==> src/rtl/tx_link_scheduler.sv <==
// Byte-slot framing and round-robin arbitration for a single 8-bit TX lane:
// STP/payload/END packets from two requesters, logical idle, and periodic SKP ordered sets.
module tx_link_scheduler #(
    parameter int SKP_INTERVAL = 1180,
    parameter int CNT_W        = 11,
    parameter int SKP_LEN      = 3
) (
    input  logic       clk,
    input  logic       rst,
    input  logic       enb,
    input  logic       byte_tick,
    input  logic       req_a,
    input  logic [7:0] len_a,
    input  logic [7:0] data_a,
    input  logic       req_b,
    input  logic [7:0] len_b,
    input  logic [7:0] data_b,
    output logic       gnt_a,
    output logic       gnt_b,
    output logic       rd_a,
    output logic       rd_b,
    output logic [7:0] dataOut,
    output logic       kOut,
    output logic [1:0] dataS,
    output logic       busy
);

    localparam logic [7:0] SYM_IDL = 8'h00;
    localparam logic [7:0] SYM_STP = 8'hFB;
    localparam logic [7:0] SYM_END = 8'hFD;
    localparam logic [7:0] SYM_COM = 8'hBC;
    localparam logic [7:0] SYM_SKP = 8'h1C;

    typedef enum logic [2:0] {
        S_IDLE    = 3'd0,
        S_STP     = 3'd1,
        S_DATA    = 3'd2,
        S_END     = 3'd3,
        S_SKP_COM = 3'd4,
        S_SKP     = 3'd5
    } state_t;

    state_t           state_r, state_nx_s;
    logic [7:0]       rem_r, rem_nx_s;
    logic [CNT_W-1:0] skp_cnt_r, skp_cnt_nx_s;
    logic             last_b_r, last_b_nx_s;
    logic             gnt_a_r, gnt_a_nx_s, gnt_b_r, gnt_b_nx_s;
    logic [7:0]       data_r, data_nx_s;
    logic             k_r, k_nx_s;
    logic             busy_r;
    logic             rd_a_s, rd_b_s;
    logic             tick_s, skp_pend_s, pick_b_s;

    assign tick_s     = enb & byte_tick;
    assign skp_pend_s = (skp_cnt_r == CNT_W'(SKP_INTERVAL));
    // B wins only when it is alone or when A was the last one served
    assign pick_b_s   = req_b & (~req_a | ~last_b_r);

    // Next-state, next-symbol and pop-strobe decode; rem_r doubles as payload and SKP countdown
    always_comb begin
        state_nx_s  = state_r;
        rem_nx_s    = rem_r;
        last_b_nx_s = last_b_r;
        gnt_a_nx_s  = gnt_a_r;
        gnt_b_nx_s  = gnt_b_r;
        data_nx_s   = SYM_IDL;
        k_nx_s      = 1'b0;
        rd_a_s      = 1'b0;
        rd_b_s      = 1'b0;
        case (state_r)
            S_IDLE, S_END: begin
                gnt_a_nx_s = 1'b0;
                gnt_b_nx_s = 1'b0;
                if (skp_pend_s) begin
                    state_nx_s = S_SKP_COM;
                    data_nx_s  = SYM_COM;
                    k_nx_s     = 1'b1;
                    rem_nx_s   = 8'(SKP_LEN);
                end else if (req_a || req_b) begin
                    state_nx_s  = S_STP;
                    data_nx_s   = SYM_STP;
                    k_nx_s      = 1'b1;
                    gnt_a_nx_s  = ~pick_b_s;
                    gnt_b_nx_s  = pick_b_s;
                    last_b_nx_s = pick_b_s;
                    rem_nx_s    = pick_b_s ? len_b : len_a;
                end else begin
                    state_nx_s = S_IDLE;
                end
            end
            S_STP, S_DATA: begin
                if (rem_r != 8'd0) begin
                    state_nx_s = S_DATA;
                    data_nx_s  = gnt_b_r ? data_b : data_a;
                    rem_nx_s   = rem_r - 8'd1;
                    rd_a_s     = tick_s & gnt_a_r;
                    rd_b_s     = tick_s & gnt_b_r;
                end else begin
                    state_nx_s = S_END;
                    data_nx_s  = SYM_END;
                    k_nx_s     = 1'b1;
                end
            end
            S_SKP_COM, S_SKP: begin
                if (rem_r != 8'd0) begin
                    state_nx_s = S_SKP;
                    data_nx_s  = SYM_SKP;
                    k_nx_s     = 1'b1;
                    rem_nx_s   = rem_r - 8'd1;
                end else begin
                    state_nx_s = S_IDLE;
                end
            end
            default: begin
                state_nx_s = S_IDLE;
                gnt_a_nx_s = 1'b0;
                gnt_b_nx_s = 1'b0;
            end
        endcase
        if (state_nx_s == S_SKP_COM) begin
            skp_cnt_nx_s = {CNT_W{1'b0}};
        end else if (!skp_pend_s) begin
            skp_cnt_nx_s = skp_cnt_r + CNT_W'(1);
        end else begin
            skp_cnt_nx_s = skp_cnt_r;
        end
    end

    // State and registered outputs advance only on an enabled byte slot
    always_ff @(posedge clk or negedge rst) begin
        if (!rst) begin
            state_r   <= S_IDLE;
            rem_r     <= 8'd0;
            skp_cnt_r <= {CNT_W{1'b0}};
            last_b_r  <= 1'b1;
            gnt_a_r   <= 1'b0;
            gnt_b_r   <= 1'b0;
            data_r    <= SYM_IDL;
            k_r       <= 1'b0;
            busy_r    <= 1'b0;
        end else if (tick_s) begin
            state_r   <= state_nx_s;
            rem_r     <= rem_nx_s;
            skp_cnt_r <= skp_cnt_nx_s;
            last_b_r  <= last_b_nx_s;
            gnt_a_r   <= gnt_a_nx_s;
            gnt_b_r   <= gnt_b_nx_s;
            data_r    <= data_nx_s;
            k_r       <= k_nx_s;
            busy_r    <= (state_nx_s != S_IDLE);
        end
    end

    assign gnt_a   = gnt_a_r;
    assign gnt_b   = gnt_b_r;
    assign rd_a    = rd_a_s;
    assign rd_b    = rd_b_s;
    assign dataOut = data_r;
    assign kOut    = k_r;
    assign dataS   = 2'b00;
    assign busy    = busy_r;

endmodule
==> config.mk <==
export PLATFORM = sky130hd
export DESIGN_NAME = tx_link_scheduler
export DESIGN_NICKNAME = d
export VERILOG_FILES = /design/src/rtl/tx_link_scheduler.sv
export SDC_FILE = /design/constraint.sdc
export NUM_CORES = 1
export LEC_CHECK = 0
export ABC_AREA = 1
export BUFFER_PORTS_ARGS = -buffer_cell sky130_fd_sc_hd__buf_2
export CAP_MARGIN = 20
export CORE_AREA = 2 2 80 82
export CTS_BUF_LIST = sky130_fd_sc_hd__clkbuf_4 sky130_fd_sc_hd__clkbuf_8
export DETAILED_ROUTE_END_ITERATION = 12
export DIE_AREA = 0 0 82 84
export GPL_TIMING_DRIVEN = 0
export HOLD_SLACK_MARGIN = 0.08
export REMOVE_ABC_BUFFERS = 1
export SYNTH_ARGS = -nofsm -noshare
export SYNTH_HDL_FRONTEND = slang
export SYNTH_SLANG_ARGS = --single-unit
==> constraint.sdc <==
create_clock -name clk -period 1.6 [get_ports clk]
set_input_delay 0.32 -clock clk [delete_from_list [all_inputs] [get_ports clk]]
set_output_delay 0.32 -clock clk [all_outputs]
set_load 0.02 [all_outputs]
==> results of run 1 <==
[report_power, final]
| part | total (mW) | leakage (nW) | internal [mW] | switching (mW) |
|---|---|---|---|---|
| Sequential | 1.51 | 0.436 | 1.22 | 0.292 |
| Clock | 0.666 | 0.0491 | 0.340 | 0.327 |
| Combinational | 3.07 | 1.19 | 1.33 | 1.74 |
| Total | 5.24 | 1.68 | 2.88 | 2.36 |
[registers in the layout (all words and copies together), names as in the netlist]
signal / count
gnt_b: 1
busy: 1
state_r: 3
last_b_r: 1
rem_r: 8
skp_cnt_r: 11
dataOut: 8
kOut: 1
gnt_a: 1
[worst max-delay path, stage by stage (launching register included)]
cell and delay, ns:
dfrtp_1 0.40, inv_2 0.09, ha_4 0.16, nand2_4 0.06, nor2_4 0.17, buf_4 0.15, nor3_2 0.04, buf_4 0.15
[synthesized netlist by cell type, types with 2 or more instances]
cell type  number
nand2_2         4
clkbuf_1        4
nand2_1       116
nand4_1        12
buf_2           2
buf_6           3
nand2_4         2
xor2_1          9
a21oi_1         8
ha_1            3
nor2_1         34
clkinv_1        3
buf_4           2
o21ai_0        15
nand3_2         2
nor2_4          2
inv_1          31
nor2_2          3
a21o_1          4
xnor2_1         4
a31oi_1         6
nand3_1        12
nor3_1          5
dfrtp_1        34
[placed cells by master (no fill, tap or decap), types with 3 or more instances in the layout]
master | netlist | layout
inv_1 | 31 | 23
nand2_1 | 116 | 94
a21oi_2 | 0 | 3
nor2_1 | 34 | 23
nand4_1 | 12 | 12
nand3_1 | 12 | 10
o21ai_0 | 15 | 6
dfrtp_1 | 34 | 32
inv_2 | 0 | 8
nand3_4 | 1 | 3
nand2_4 | 2 | 8
a21o_1 | 4 | 4
buf_6 | 3 | 6
buf_2 | 2 | 49
clkinv_2 | 0 | 4
xnor2_1 | 4 | 4
nor2_4 | 2 | 9
o21ai_1 | 1 | 9
xor2_1 | 9 | 9
nor3_1 | 5 | 3
a21oi_1 | 8 | 5
clkbuf_8 | 0 | 5
buf_4 | 2 | 29
a31oi_1 | 6 | 5
nor2_2 | 3 | 7
nand2_2 | 4 | 20
[routing by layer]
layer	wire [um]	track usage (%)	vias to the layer above
met5	0	0	-
met4	93	7.42	0
met3	221	3.35	9
met2	3140	29.3	48
met1	2950	26.0	1117
li1	-	-	1220
[how the worst max path moves through the flow]
stage	from	end	slack, ns	depth (start not counted)
after floorplan	rem_r[0]	skp_cnt_r[0]	-0.16	11
after global routing	rem_r[1]	rd_b	-0.30	7
after CTS	state_r[0]	rd_a	-0.15	8
final	rem_r[1]	rd_a	-0.24	7
after detailed placement	enb	rem_r[1]	-0.70	7
after global placement	enb	rem_r[1]	-0.70	7
[cell families (layout without fill, tap and decap cells)]
| logic type | Yosys count | in the layout | share of synthesized area [%] |
|---|---|---|---|
| AND/OR/NAND/NOR | 195 | 196 | 36.9 |
| buffers and inverters | 45 | 127 | 8.62 |
| AO/OA/AOI/OAI | 38 | 38 | 9.85 |
| flip-flops | 35 | 35 | 37.5 |
| XOR/XNOR | 13 | 13 | 4.87 |
| adder cells (fa/ha/maj) | 3 | 3 | 1.61 |
| other | 1 | 2 | 0.160 |
| multiplexers | 1 | 1 | 0.428 |
[area by class of cell]
cell class                 count  area [sq um]  share of cell area [%]
clock inverter                 1          5.00                   0.152
timing repair buffer          85           551                    16.8
multi-input combinational    253          1540                    46.8
tap                           77          96.3                    2.93
clock buffer                   7          83.8                    2.55
sequential                    35           880                    26.8
inverter                      34           131                    4.00
[what timing repair did]
action,4_1_cts,5_1_grt
gates cloned,1,0
resized for setup,45,53
setup endpoints to repair,37,36
buffers inserted,21,15
pin swaps,12,10
==> flow_metrics.env, run 1 <==
export IMPL_status="finished with violations"
export IMPL_violations="negative setup slack"
export IMPL_first_iter_violations=143
export IMPL_grt_pass1_wl_mm=10.3
export IMPL_avgSynthCellArea_sq_um=7.06
export IMPL_hold_class="in2async"
export IMPL_die_area_sq_um=6890
export IMPL_overflow=0
export IMPL_tns_ns=-2.68
export IMPL_nNetsFinal=455
export IMPL_synthCells=331
export IMPL_wl_per_cell_um=13.0
export IMPL_finalCriticalPeriod_ns=1.84
export IMPL_antenna_found_initial=0
export IMPL_worst_slack_ns=-0.239
export IMPL_grt_max_degree=36
export IMPL_insertion_delay_ns=0.29
export IMPL_tritoncts="yes"
export IMPL_stdcell_area_sq_um=3290
export IMPL_placed_area_sq_um=2620
export IMPL_grt_pass1_vias=2289
export IMPL_h_tree_depth=2
export IMPL_areaGrowthSynthToFinish_pct=40.6
export IMPL_synth_area_leaders="dfrtp_1 (36%), nand2_1 (19%), nor2_1 (5.5%), inv_1 (5.0%), xor2_1 (3.4%)"
export IMPL_gp_congestion=0.821
export IMPL_antenna_left=0
export IMPL_pin_count=54
export IMPL_critPathLaunchType="flip-flop"
export IMPL_p_leak_nw=1.68
export IMPL_n_antenna_cell=0
export IMPL_start_util_pct=38.3
export IMPL_fmax_mhz=544
export IMPL_clkSinkCount=35
export IMPL_rsz0062_at_grt="yes"
export IMPL_finalCritPeriodShare_pct=115
export IMPL_dp_cells=449
export IMPL_drive_above_1_share_pct=40.7
export IMPL_synth_distinct_cells=35
export IMPL_max_slew_margin_pct=46.0
export IMPL_power_mw=5.24
export IMPL_ys_seq_elements=35
export IMPL_worstRegToRegCells=11
export IMPL_wl_mm=6.40
export IMPL_cts_buffers=5
export IMPL_first_pass_iters=4
export IMPL_hold_slack_ns=0.116
export IMPL_io_buffer_count=51
export IMPL_synth_flop_cell="dfrtp_1"
export IMPL_track_usage_pct=19.0
export IMPL_r2r_start="skp_cnt_r[0]"
export IMPL_powerDensity_nw_per_um2=1600
export IMPL_fp_dieW_um=82
export IMPL_synth_area_leader_cell="dfrtp_1"
export IMPL_place_hpwl_mm=3.98
export IMPL_placementRows=29
export IMPL_cp_end_kind="primary output"
export IMPL_slew_viol_final=0
export IMPL_yosysWarnings=0
export IMPL_cts_max_path_buffers=2
export IMPL_syn_area_sq_um=2340
export IMPL_cts_root_buf="clkbuf_8"
export IMPL_setup_viol=21
export IMPL_synth_edff_count=0
export IMPL_synth_top_cell_area_share_pct=36.4
export IMPL_crit_type="reg2out"
export IMPL_crit_arrival_ns=1.52
export IMPL_rrSetupSlack_ns=-0.15
export IMPL_via_per_inst=4.87
export IMPL_core_area_sq_um=6100
export IMPL_fin_util_pct=53.9
export IMPL_worstPathMaxFanout=4
export IMPL_irDropWorstVdd_uv=944
export IMPL_num_fill_cells=590
export IMPL_ctsHoldBuffers=0
export IMPL_skew_ns=0.00720
export IMPL_required_ns=1.28
export IMPL_drc_errors=0
export IMPL_reg2reg_to="skp_cnt_r[2]"
export IMPL_fin_cells=492
export IMPL_path_clk_slew_ns=0.07
export IMPL_worstMarginPinSlew_ns=0.810
export IMPL_fp_dieH_um=84
export IMPL_finalHoldViolations=0
export IMPL_vias=2394
export IMPL_seq_area_frac_synth_pct=37.5
export IMPL_cap_violations=0
export IMPL_dp_worst_setup_slack_ns=-0.695
export IMPL_async_flop_share_pct=100
Power figures use the tool's default switching activity.
==> run 2, diff against run 1 <==
- TNS_END_PERCENT: default -> 10
==> run 2 against run 1 <==
Against the previous run:
- the run still ends with negative setup slack left
- total power fell by 7.9%
- via count fell by 1.9%
- clock power barely moved
- global-route usage fell by 0.29 points
- combinational power fell by 13%
- fmax rose by 1.2%
- sequential share of layout area rose by 1.3 points
==> flow_metrics.env, run 2 (synthesis gave the netlist of run 1 again) <==
export IMPL_ctsHoldBuffers=0
export IMPL_wl_per_cell_um=12.5
export IMPL_status="finished with violations"
export IMPL_fp_dieW_um=82
export IMPL_top_register="skp_cnt_r"
export IMPL_placementRows=29
export IMPL_mostFrequentLayoutCell="nand2_1"
export IMPL_areaGrowthSynthToFinish_pct=34.2
export IMPL_dp_cells=449
export IMPL_first_pass_iters=4
export IMPL_drive_above_1_share_pct=35.1
export IMPL_path_clk_slew_ns=0.07
export IMPL_fin_cells=484
export IMPL_cp_end_kind="primary output"
export IMPL_tritoncts="yes"
export IMPL_violations="negative setup slack"
export IMPL_irDropWorstVdd_uv=1070
export IMPL_cap_violations=0
export IMPL_first_iter_violations=114
export IMPL_worstRegToRegCells=11
export IMPL_cts_root_buf="clkbuf_8"
export IMPL_n_antenna_cell=0
export IMPL_grt_max_degree=36
export IMPL_slowest_delay_ns=0.39
export IMPL_setup_viol=23
export IMPL_antenna_left=0
export IMPL_die_area_sq_um=6890
export IMPL_insertion_delay_ns=0.30
export IMPL_finalCriticalPeriod_ns=1.82
export IMPL_cts_buffers=5
export IMPL_critPathLaunchType="flip-flop"
export IMPL_finalCritPeriodShare_pct=114
export IMPL_required_ns=1.28
export IMPL_start_util_pct=38.3
export IMPL_slew_viol_final=0
export IMPL_vias=2348
export IMPL_worstPathMaxFanout=4
export IMPL_io_buffer_count=51
export IMPL_grt_pass1_wl_mm=10.1
export IMPL_finalHoldViolations=0
export IMPL_antenna_found_initial=0
export IMPL_rrSetupSlack_ns=-0.16
export IMPL_crit_type="reg2out"
export IMPL_fp_dieH_um=84
export IMPL_crit_arrival_ns=1.50
export IMPL_clkSinkCount=35
export IMPL_rsz0062_at_grt="yes"
export IMPL_pin_count=54
export IMPL_path_cells="inv_2, ha_4, nand2_2, nor2_4, buf_12, nor3_2, buf_4"
export IMPL_stdcell_area_sq_um=3140
export IMPL_reg2reg_to="skp_cnt_r[2]"
export IMPL_final_cell_mix="nand2_1 (100), buf_2 (49), dfrtp_1 (32), nor2_1 (28), buf_4 (25)"
export IMPL_worst_slack_ns=-0.217
export IMPL_placed_area_sq_um=2620
export IMPL_drc_errors=0
export IMPL_track_usage_pct=18.7
export IMPL_hold_slack_ns=0.113
export IMPL_worstMarginPinSlew_ns=0.808
export IMPL_core_area_sq_um=6100
export IMPL_fmax_mhz=550
export IMPL_largest_register_ffs=11
export IMPL_via_per_inst=4.85
export IMPL_worst_path_max_delay_cell="dfrtp_1"
export IMPL_fin_util_pct=51.4
export IMPL_skew_ns=0.00754
export IMPL_cts_max_path_buffers=2
export IMPL_dp_worst_setup_slack_ns=-0.695
export IMPL_p_leak_nw=1.61
export IMPL_place_hpwl_mm=3.98
export IMPL_wl_mm=6.03
export IMPL_nNetsFinal=447
export IMPL_hold_class="in2async"
export IMPL_gp_congestion=0.821
export IMPL_powerDensity_nw_per_um2=1540
export IMPL_grt_pass1_vias=2268
export IMPL_r2r_start="rem_r[1]"
export IMPL_overflow=0
export IMPL_num_fill_cells=606
export IMPL_h_tree_depth=2
export IMPL_max_slew_margin_pct=46.1
[run 2: how the worst max path moves through the flow]
| stage | start | endpoint | slack [ns] |
|---|---|---|---|
| 4_1_cts | state_r[0] | rd_a | -0.15 |
| 3_5_place_dp | enb | rem_r[1] | -0.70 |
| 2_1_floorplan | rem_r[0] | skp_cnt_r[0] | -0.16 |
| 5_1_grt | rem_r[1] | skp_cnt_r[1] | -0.30 |
| 6_report | rem_r[1] | rd_a | -0.22 |
| 3_3_place_gp | enb | rem_r[1] | -0.70 |
[run 2: per-stage QoR]
stage               setup TNS (ns)  total power [mW]
floorplan                    -2.77              2.89
global placement            -16.00              3.41
detailed placement          -15.59              3.45
CTS                          -2.61              4.58
global route                 -6.58              5.24
finish                       -2.87              4.83
[run 2: worst max-delay path, delay by kind of cell (launching register included)]
family	cells	cell delay [ns]
fa+ha+maj	1	0.15
buf+inv	3	0.37
flops	1	0.39
simple gates	3	0.30
[run 2: area by class of cell]
| class | instances | area [sq um] | share of cell area, % |
|---|---|---|---|
| multi-input combinational | 253 | 1450 | 46.3 |
| clock inverter | 1 | 5.00 | 0.160 |
| timing repair buffer | 77 | 484 | 15.4 |
| tap | 77 | 96.3 | 3.07 |
| clock buffer | 7 | 83.8 | 2.67 |
| sequential | 35 | 880 | 28.1 |
| inverter | 34 | 134 | 4.27 |
[run 2: layer usage]
layer  routed length [um]  track usage [%]
met1                 2910             25.5
met5                    0                0
met2                 2830             28.8
met3                  190             3.14
met4                   99             7.88
[run 2: timing repair]
item / CTS / global route
pin swaps: 11 / 5
setup endpoints to repair: 37 / 36
cloned: 1 / 0
buffers inserted: 18 / 8
resized for setup: 39 / 23
[run 2: power by group]
group	switching (mW)	leakage (nW)	internal [mW]	total (mW)
Sequential	0.283	0.436	1.22	1.50
Combinational	1.58	1.12	1.08	2.66
Clock	0.329	0.0491	0.340	0.669
==> run 3, diff against run 2 <==
- SKIP_LAST_GASP: default -> 1
==> run 3 against run 2 <==
Against the previous run:
- the run still ends with negative setup slack left
- global-route usage fell by 0.089 points
- sequential share of layout area rose by 0.42 points
- clock skew barely moved
- largest cell class unchanged
==> flow_metrics.env, run 3 (synthesis gave the netlist of run 1 again) <==
export IMPL_worstRegToRegCells=9
export IMPL_mostFrequentLayoutCell="nand2_1"
export IMPL_place_hpwl_mm=3.98
export IMPL_critPathCapture="rd_a"
export IMPL_worst_slack_ns=-0.217
export IMPL_powerDensity_nw_per_um2=1540
export IMPL_grt_pass1_vias=2257
export IMPL_setup_viol=27
export IMPL_gp_congestion=0.821
export IMPL_overflow=0
export IMPL_die_area_sq_um=6890
export IMPL_irDropWorstVdd_uv=1060
export IMPL_wl_per_cell_um=12.3
export IMPL_rrSetupSlack_ns=-0.18
export IMPL_status="finished with violations"
export IMPL_required_ns=1.28
export IMPL_cp_top_family="flip-flops"
export IMPL_crit_cells=7
export IMPL_cap_violations=0
export IMPL_grt_max_degree=36
export IMPL_rsz0062_at_grt="yes"
export IMPL_antenna_found_initial=0
export IMPL_finalCriticalPeriod_ns=1.82
export IMPL_cts_buffers=5
export IMPL_grt_pass1_wl_mm=10.0
export IMPL_wl_mm=5.95
export IMPL_first_iter_violations=121
export IMPL_io_buffer_count=51
export IMPL_slowest_delay_ns=0.39
export IMPL_fmax_mhz=550
export IMPL_hold_class="in2async"
export IMPL_pin_count=54
export IMPL_dp_worst_setup_slack_ns=-0.695
export IMPL_fp_dieW_um=82
export IMPL_h_tree_depth=2
export IMPL_max_slew_margin_pct=46.2
export IMPL_reg2reg_to="dataOut[2]"
export IMPL_worstPathMaxFanout=4
export IMPL_finalHoldViolations=0
export IMPL_antenna_left=0
export IMPL_vias=2325
export IMPL_insertion_delay_ns=0.29
export IMPL_track_usage_pct=18.6
export IMPL_skew_ns=0.00739
export IMPL_path_clk_slew_ns=0.07
export IMPL_first_pass_iters=4
export IMPL_cts_root_buf="clkbuf_8"
export IMPL_worst_path_max_delay_cell="dfrtp_1"
export IMPL_drive_above_1_share_pct=33.2
export IMPL_power_mw=4.76
export IMPL_core_area_sq_um=6100
export IMPL_cp_end_kind="primary output"
export IMPL_path_cells="inv_2, ha_4, nand2_2, nor2_4, buf_12, nor3_2, buf_4"
export IMPL_nNetsFinal=447
export IMPL_top_register="skp_cnt_r"
export IMPL_final_cell_mix="nand2_1 (104), buf_2 (49), dfrtp_1 (32), nor2_1 (30), buf_4 (26)"
export IMPL_p_leak_nw=1.59
export IMPL_startpoint="rem_r[1]"
export IMPL_violations="negative setup slack"
export IMPL_clkSinkCount=35
export IMPL_placementRows=29
export IMPL_slew_viol_final=0
export IMPL_largest_register_ffs=11
export IMPL_drc_errors=0
export IMPL_start_util_pct=38.3
export IMPL_r2r_start="rem_r[1]"
export IMPL_worstMarginPinSlew_ns=0.808
export IMPL_n_antenna_cell=0
export IMPL_crit_buf_inv=3
export IMPL_critPathLaunchType="flip-flop"
export IMPL_finalCritPeriodShare_pct=114
export IMPL_crit_arrival_ns=1.50
export IMPL_areaGrowthSynthToFinish_pct=32.2
export IMPL_cts_max_path_buffers=2
export IMPL_tritoncts="yes"
export IMPL_crit_type="reg2out"
export IMPL_via_per_inst=4.80
export IMPL_fp_dieH_um=84
==> run 3: repair_timing <==
| action | 4_1_cts | 5_1_grt |
|---|---|---|
| pin swaps | 11 | 4 |
| buffers inserted | 18 | 8 |
| hold buffers | 0 | 0 |
| setup endpoints to repair | 37 | 36 |
| gates cloned | 1 | 0 |
| gates resized for setup | 37 | 10 |
==> run 3: layout make-up <==
| type | count | area (sq um) |
|---|---|---|
| fillers | 622 | 3010 |
| clock buffers | 7 | 83.8 |
| inverters | 34 | 134 |
| multi-input cells | 253 | 1410 |
| flip-flops and latches | 35 | 880 |
| well taps | 77 | 96.3 |
| repair buffers | 77 | 480 |
| clock inverters | 1 | 5.00 |
==> run 3: worst min-delay path by stage <==
stage               end  slack, ns  depth (start not counted)
6_report          gnt_b       0.12                          1
5_1_grt           gnt_b       0.19                          1
4_1_cts        rem_r[3]       0.15                          1
3_5_place_dp       kOut       0.46                          1
3_3_place_gp      gnt_a       0.45                          1
2_1_floorplan      busy       0.02                          0
==> run 3: metrics by stage <==
stage / cells / TNS [ns] / instance area (sq um) / util (%) / hold slack [ns]
final: 484 / -3.57 / 3090 / 50.7 / 0.117
after global routing: 484 / -7.60 / 3090 / 50.7 / 0.186
after CTS: 476 / -2.86 / 2960 / 48.6 / 0.146
after detailed placement: 449 / -15.59 / 2620 / 43.0 / 0.460
after global placement: 449 / -16.00 / 2620 / 43.0 / 0.454
after floorplan: 321 / -2.77 / 2270 / - / 0.0244
==> run 3: metal layers <==
| layer | global-route usage (%) | routed length (um) |
|---|---|---|
| met1 | 25.5 | 2930 |
| met2 | 28.6 | 2720 |
| met3 | 3.14 | 208 |
| met4 | 7.88 | 87 |
| met5 | 0 | 0 |
==> run 3: power by group <==
| part | switching [mW] | total, mW | leakage (nW) | internal [mW] |
|---|---|---|---|---|
| clock | 0.328 | 0.668 | 0.0491 | 0.340 |
| combinational | 1.53 | 2.59 | 1.11 | 1.07 |
| sequential | 0.280 | 1.49 | 0.436 | 1.22 |
| total | 2.14 | 4.76 | 1.59 | 2.62 |
